### src/rtl/thr_cfg_ctrl.sv
// Threshold/config table controller: turns host write/read/fill commands into BRAM port cycles.
// Latency: write 1 cycle in WR, read response 3 cycles after acceptance, fill DEPTH cycles.
// Backpressure: accepts one command only when idle; read response is held until rsp_ready.
module thr_cfg_ctrl #(
  parameter int BITWIDTH = 32,
  parameter int DEPTH    = 256,
  parameter int NBANK    = 4
) (
  input  logic                clk,
  input  logic                rst,
  input  logic                cmd_valid,
  output logic                cmd_ready,
  input  logic [1:0]          cmd_op,
  input  logic [15:0]         cmd_addr,
  input  logic [BITWIDTH-1:0] cmd_data,
  output logic                rsp_valid,
  input  logic                rsp_ready,
  output logic [BITWIDTH-1:0] rsp_data,
  output logic                cmd_err,
  output logic                busy,
  output logic [15:0]         mem_addr,
  output logic                mem_we,
  output logic                mem_re,
  output logic [BITWIDTH-1:0] mem_din,
  input  logic [BITWIDTH-1:0] mem_dout
);

  localparam int AW = $clog2(DEPTH);
  localparam logic [31:0] ADDR_LIMIT = 32'(NBANK * DEPTH);
  localparam logic [AW:0] FILL_END = (AW + 1)'(DEPTH - 1);

  localparam logic [1:0] OP_WRITE = 2'b00;
  localparam logic [1:0] OP_READ  = 2'b01;
  localparam logic [1:0] OP_FILL  = 2'b10;
  localparam logic [1:0] OP_RSVD  = 2'b11;

  typedef enum logic [2:0] {IDLE, WR, RD_ISSUE, RD_WAIT, RD_RSP, FILL} state_t;

  state_t                state, state_nxt;
  logic [15:0]           addr_q;     // target address, or bank base for a fill
  logic [BITWIDTH-1:0]   data_q;
  logic [AW:0]           fill_idx;   // one spare bit so the last index is representable without wrap ambiguity
  logic                  err_q;
  logic [BITWIDTH-1:0]   rsp_q;
  logic                  accept;
  logic                  cmd_bad;
  logic [15:0]           bank_base;

  assign accept    = cmd_valid && (state == IDLE);
  assign cmd_bad   = (cmd_op == OP_RSVD) || ({16'd0, cmd_addr} >= ADDR_LIMIT);
  assign bank_base = 16'((32'(cmd_addr) / DEPTH) * DEPTH);

  assign cmd_ready = (state == IDLE);
  assign busy      = (state != IDLE);
  assign rsp_valid = (state == RD_RSP);
  assign rsp_data  = rsp_q;
  assign cmd_err   = err_q;

  // State register
  always_ff @(posedge clk) begin
    if (rst) state <= IDLE;
    else     state <= state_nxt;
  end

  // Next-state and BRAM port drive; port is quiet outside WR, RD_ISSUE and FILL
  always_comb begin
    state_nxt = state;
    mem_we    = 1'b0;
    mem_re    = 1'b0;
    mem_addr  = 16'd0;
    mem_din   = '0;
    case (state)
      IDLE: begin
        if (accept && !cmd_bad) begin
          case (cmd_op)
            OP_WRITE: state_nxt = WR;
            OP_READ:  state_nxt = RD_ISSUE;
            OP_FILL:  state_nxt = FILL;
            default:  state_nxt = IDLE;
          endcase
        end
      end
      WR: begin
        mem_we    = 1'b1;
        mem_addr  = addr_q;
        mem_din   = data_q;
        state_nxt = IDLE;
      end
      RD_ISSUE: begin
        mem_re    = 1'b1;
        mem_addr  = addr_q;
        state_nxt = RD_WAIT;
      end
      RD_WAIT: state_nxt = RD_RSP;
      RD_RSP: begin
        if (rsp_ready) state_nxt = IDLE;
      end
      FILL: begin
        mem_we   = 1'b1;
        mem_addr = addr_q + 16'(fill_idx);
        mem_din  = data_q;
        if (fill_idx == FILL_END) state_nxt = IDLE;
      end
      default: state_nxt = IDLE;
    endcase
  end

  // Command capture, fill index, error pulse and read data capture
  always_ff @(posedge clk) begin
    if (rst) begin
      addr_q   <= 16'd0;
      data_q   <= '0;
      fill_idx <= '0;
      err_q    <= 1'b0;
      rsp_q    <= '0;
    end else begin
      err_q <= accept && cmd_bad;
      if (accept && !cmd_bad) begin
        data_q   <= cmd_data;
        addr_q   <= (cmd_op == OP_FILL) ? bank_base : cmd_addr;
        fill_idx <= '0;
      end
      if (state == FILL)    fill_idx <= fill_idx + 1'b1;
      if (state == RD_WAIT) rsp_q    <= mem_dout;
    end
  end

endmodule

### config.mk
export PLATFORM = sky130hd
export DESIGN_NAME = thr_cfg_ctrl
export DESIGN_NICKNAME = d
export VERILOG_FILES = /design/src/rtl/thr_cfg_ctrl.sv
export SDC_FILE = /design/constraint.sdc
export NUM_CORES = 1
export LEC_CHECK = 0
export BUFFER_PORTS_ARGS = -buffer_cell sky130_fd_sc_hd__buf_2
export CAP_MARGIN = 30
export CORE_UTILIZATION = 50
export CTS_BUF_LIST = sky130_fd_sc_hd__clkbuf_4
export CTS_CLUSTER_DIAMETER = 150
export DETAILED_ROUTE_END_ITERATION = 8
export PLACE_DENSITY_LB_ADDON = 0.08
export SLEW_MARGIN = 20
export SYNTH_ARGS = -nofsm -noshare
export SYNTH_HDL_FRONTEND = slang
export SYNTH_SLANG_ARGS = --single-unit
### constraint.sdc
create_clock -name clk -period 4.3 [get_ports clk]
set_clock_uncertainty 0.15 [all_clocks]
set_input_delay 0.86 -clock clk [delete_from_list [all_inputs] [get_ports clk]]
set_output_delay 0.86 -clock clk [all_outputs]
set_load 0.05 [all_outputs]
# Word level (Yosys, flattened, before mapping)
# Cells that the tools add are included.
[totals]
regBits = 93
in_bits = 86
output_inout_bits = 86
wordCells = 45
[op_classes]
n_addsub = 2
n_lt_le_gt_ge = 1
n_eq_ne = 12
n_mux = 12
reduce_logical = 12
[ops]
columns = ["cell", "n"]
rows = [
  ["$mux 32", 1],
  ["$pmux 16 s2", 1],
  ["$mux 9", 2],
  ["$add 16x9->16", 1],
  ["$ge 16x11->1 const B", 1],
  ["$pmux 3 s5", 1],
  ["$add 9x1->9 const B", 1],
  ["$eq 9x8->1 const B", 1],
  ["$mux 3", 3],
  ["$pmux 3 s3", 1],
  ["$mux 8", 1],
  ["$eq 3x2->1 const B", 2],
  ["$eq 3x3->1 const B", 2],
  ["$eq 2x2->1 const B", 2],
  ["$ne 2x1->1 const B", 2],
  ["$reduce_or 2->1", 2],
  ["$eq 3x1->1 const B", 1],
  ["$logic_and 1x1->1", 3],
  ["$logic_not 3->1", 1],
  ["$reduce_and 3->1", 1],
  ["$reduce_bool 3->1", 1],
  ["$eq 2x1->1 const B", 1],
  ["$logic_not 2->1", 1],
  ["$mux 1", 2],
  ["4 further kinds", 4],
]

# Longest topological paths before layout
[logic_depth]
ltp_word = 6
depth_mapped = 8
depth_no_buf = 8

# Worst setup path before layout
# OpenSTA, ideal clock, no wires.
[synth_path]
path_kind = "reg-to-output"
from = "reg fill_idx[0]"
to = "out mem_addr[8]"
arrival_ps = 2744
t_required_ps = 3290
slack_ps = 546
path_stages_with_launch = 9
path_buffers = 0
cell_sequence = "dfxtp_1 ha_1 inv_1 fa_1 nor2b_1 o211a_1 o2111a_1 nor4_1 o31ai_1"
[synth_between]
elab_chain_cells = 2
[synth_rtl]
columns = ["element", "line_no", "text"]
rows = [
  ["start, declared", "42", "logic [AW:0] fill_idx;"],
  ["start signal, assigned", "123", "if (state == FILL) fill_idx <= fill_idx + 1'b1;"],
  ["$add 16x9->16", "100", "mem_addr = addr_q + 16'(fill_idx);"],
  ["$pmux 16 s2", "72", "case (state)"],
  ["end, declared", "21", "output logic [15:0] mem_addr,"],
]
# No other way between the ends.

# Final worst setup path
[layout_path]
from = "reg fill_idx[0]"
to = "out mem_addr[12]"
# The elaborated chain is that of the path after synthesis.

==> results_dict.tcl <==
set metrics [dict create \
    status "complete, no violations" \
    yosysWarningCount 0 \
    cts_hold_buf 0 \
    critPathKind "reg2out" \
    path_clk_slew_ps 150 \
    drt_iter0_drc 168 \
    period_minus_slack_ps 3890 \
    core_area_mm2 0.00838 \
    cts_tree "yes" \
    io_buffers 171 \
    clk_latency_ps 430 \
    synth_xor_area_share_pct 1.59 \
    synthFlopType "dfxtp_1" \
    via_per_inst 5.31 \
    diodes 0 \
    htreeDepth 3 \
    finalWorstSetupSlack_ps 414 \
    num_vias 4436 \
    power.share.clock_pct 30.8 \
    root_buffer "clkbuf_4" \
    synth_most_common_cell "nand2_1" \
    post-dp-hpwl_mm 8.00 \
    wl_per_cell_um 13.4 \
    post-route-util_pct 64.1 \
    drt-pass1-iter-count 4 \
    fmax_ghz 0.257 \
    syn_to_final_growth_pct 22.1 \
    clock-sinks 93 \
    synthAdderAreaFrac_pct 3.58 \
    synth_top_family_by_area "simple AND/OR/NAND/NOR gates" \
    final_layout_size_suffix_gt1_share_pct 27.1 \
    antenna_found_initial 0 \
    synth_area_leader_cell "dfxtp_1" \
    final-hold-violation-count 0 \
    cts_resized 0 \
    rsz0062_at_grt "no" \
    wl_mm 11.2 \
    die_h_um 95.8 \
    syn_nets 677 \
    start_util_pct 52.5 \
    finalSetupViolations 0 \
    synth_edf_count 0 \
    vdd_ir_drop_max_uv 227 \
    dieArea_mm2 0.00918 \
    synthCells 579 \
    drcViolationCount 0 \
    internal_power_mw 1.10 \
    rows 33 \
    tightest_slew_ps 808 \
    switching_power_mw 0.411 \
    postRouteAntennaNets 0 \
    track_usage_pct 24.8 \
    fp.dieW_um 95.8 \
    fin_nets 826 \
    ios 172 \
    yosys.area_share.simple_pct 28.8 \
    synth-seq-cells 93 \
    slew_headroom_pct 45.7 \
    clockBufferDepth 2 \
    leakage_nw 2.38 \
    grt_pass1_vias 3900 \
    globalplace.congestion 0.919 \
    cts_setup_buffers 0 \
    grt_max_degree 49 \
    start_kind "flip-flop" \
    max_cap_viol_count 0 \
    comb_power_share_pct 11.1 \
    synth.top_cell.area_share_pct 42.3 \
    required_ps 3290 \
    ys_types 53 \
    synthMuxAreaShare_pct 0 \
    final.period_utilization_pct 90.4 \
    async_flop_share_pct 0 \
    synthesis.area_mm2 0.00440 \
    hold_path.class "reg2reg" \
    seq_power_share_pct 58.1 \
    cts_buffers 9 \
    crit_fanout 4 \
    ys_top_cells_by_count "nand2_1 (168), dfxtp_1 (93), a21oi_1 (83), and2_1 (37), clkbuf_1 (30)" \
    grt-ovfl-total 0 \
    grt_pass1_wl_mm 17.8 \
    synth_compound_area_share_pct 18.2 \
    syn_avg_cell_area_um2 7.60 \
    finalMaxSlewViolations 0 \
    ys_seq_area_share_pct 42.3 \
    synth_area_leaders "dfxtp_1 (42%), nand2_1 (14%), a21oi_1 (9.4%)" \
    stdcell_count 836 \
    place_inst 822 \
    pre_cts_slack_ps 915 \
    p_sw_share_pct 27.2 \
    critPathCaptureType "output port" \
    power_density_mw_per_mm2 281 \
    tns_ps 0 \
    arrival_ps 2880 \
]
through the flow:
stage,total power [mW],hold WS (ps),area [um2]
after global routing,1.57,327,5370
final,1.51,309,5370
after detailed placement,1.06,292,5240
after floorplan,0.996,282,4400
after CTS,1.52,311,5370
after global placement,1.06,287,5240
power by group through the flow:
stage               Sequential (mW)  Combinational, mW  Clock, mW
floorplan                     0.894              0.102          0
global placement              0.895              0.167          0
detailed placement            0.896              0.168          0
CTS                           0.877              0.169      0.473
global route                  0.879              0.182      0.510
finish                        0.877              0.167      0.465
state kept, by name (all words and copies together), names as in the netlist:
name	flops
data_q	32
rsp_data	32
addr_q	16
fill_idx	9
state	3
cmd_err	1
metal layers:
metal	vias to the layer above	part of all wire, %	GRT usage (%)
met5	-	0	0
met4	0	1.5	7.46
met3	15	6.8	6.95
met2	156	48	41.9
met1	2016	44	30.7
li1	2249	-	-
cell families after synthesis:
family / Yosys count
xor gates and xnor gates: 8
adders and majority gates: 12
DFF: 93
AOI/OAI and AO/OA: 138
and+or+nand+nor: 277
buffers and inverters: 51
cell usage in the layout, fill, tap and decap left out, types with 2 or more instances in the layout:
| master | n |
|---|---|
| a211o_1 | 2 |
| a211oi_1 | 4 |
| a21o_1 | 4 |
| a21oi_1 | 83 |
| a311oi_1 | 3 |
| a31oi_1 | 7 |
| a32o_1 | 2 |
| and2_1 | 37 |
| and3_1 | 4 |
| buf_2 | 171 |
| buf_4 | 7 |
| clkbuf_4 | 9 |
| clkinvlp_4 | 3 |
| dfxtp_1 | 93 |
| ha_1 | 11 |
| inv_1 | 10 |
| nand2_1 | 168 |
| nand2b_1 | 2 |
| nand3_1 | 16 |
| nand3b_1 | 2 |
| nand4_1 | 3 |
| nor2_1 | 18 |
| nor2b_1 | 3 |
| nor3_1 | 7 |
| nor3b_1 | 3 |
| nor4_1 | 2 |
| o211a_1 | 2 |
| o211ai_1 | 3 |
| o21ai_0 | 18 |
| or3_1 | 3 |
| or4_1 | 2 |
| xnor2_1 | 5 |
| xor2_1 | 3 |
final cells by class:
class	count	area, um2
sequential	93	1860
inverter	11	41.3
tap	105	131
fill	776	3010
clock inverter	5	61.3
timing repair buffer	178	908
multi-input combinational	435	2300
clock buffer	9	67.6
worst max-delay path, cell delays in order (launching register included):
cell,delay (ps)
dfxtp_1,420
ha_1,190
inv_1,50
fa_1,390
nor2b_1,210
o2111ai_1,210
a211o_1,330
a211o_1,250
o21ai_0,90
buf_2,300
final timing paths:
kind	from	endpoint	slack [ps]	cells past startpoint
max	fill_idx[0]	mem_addr[12]	410	9
max reg2reg	state[2]	data_q[26]	2070	6
min reg2reg	data_q[4]	data_q[4]	310	2
min	data_q[4]	data_q[4]	310	2
(Power assumes the default switching activity.)
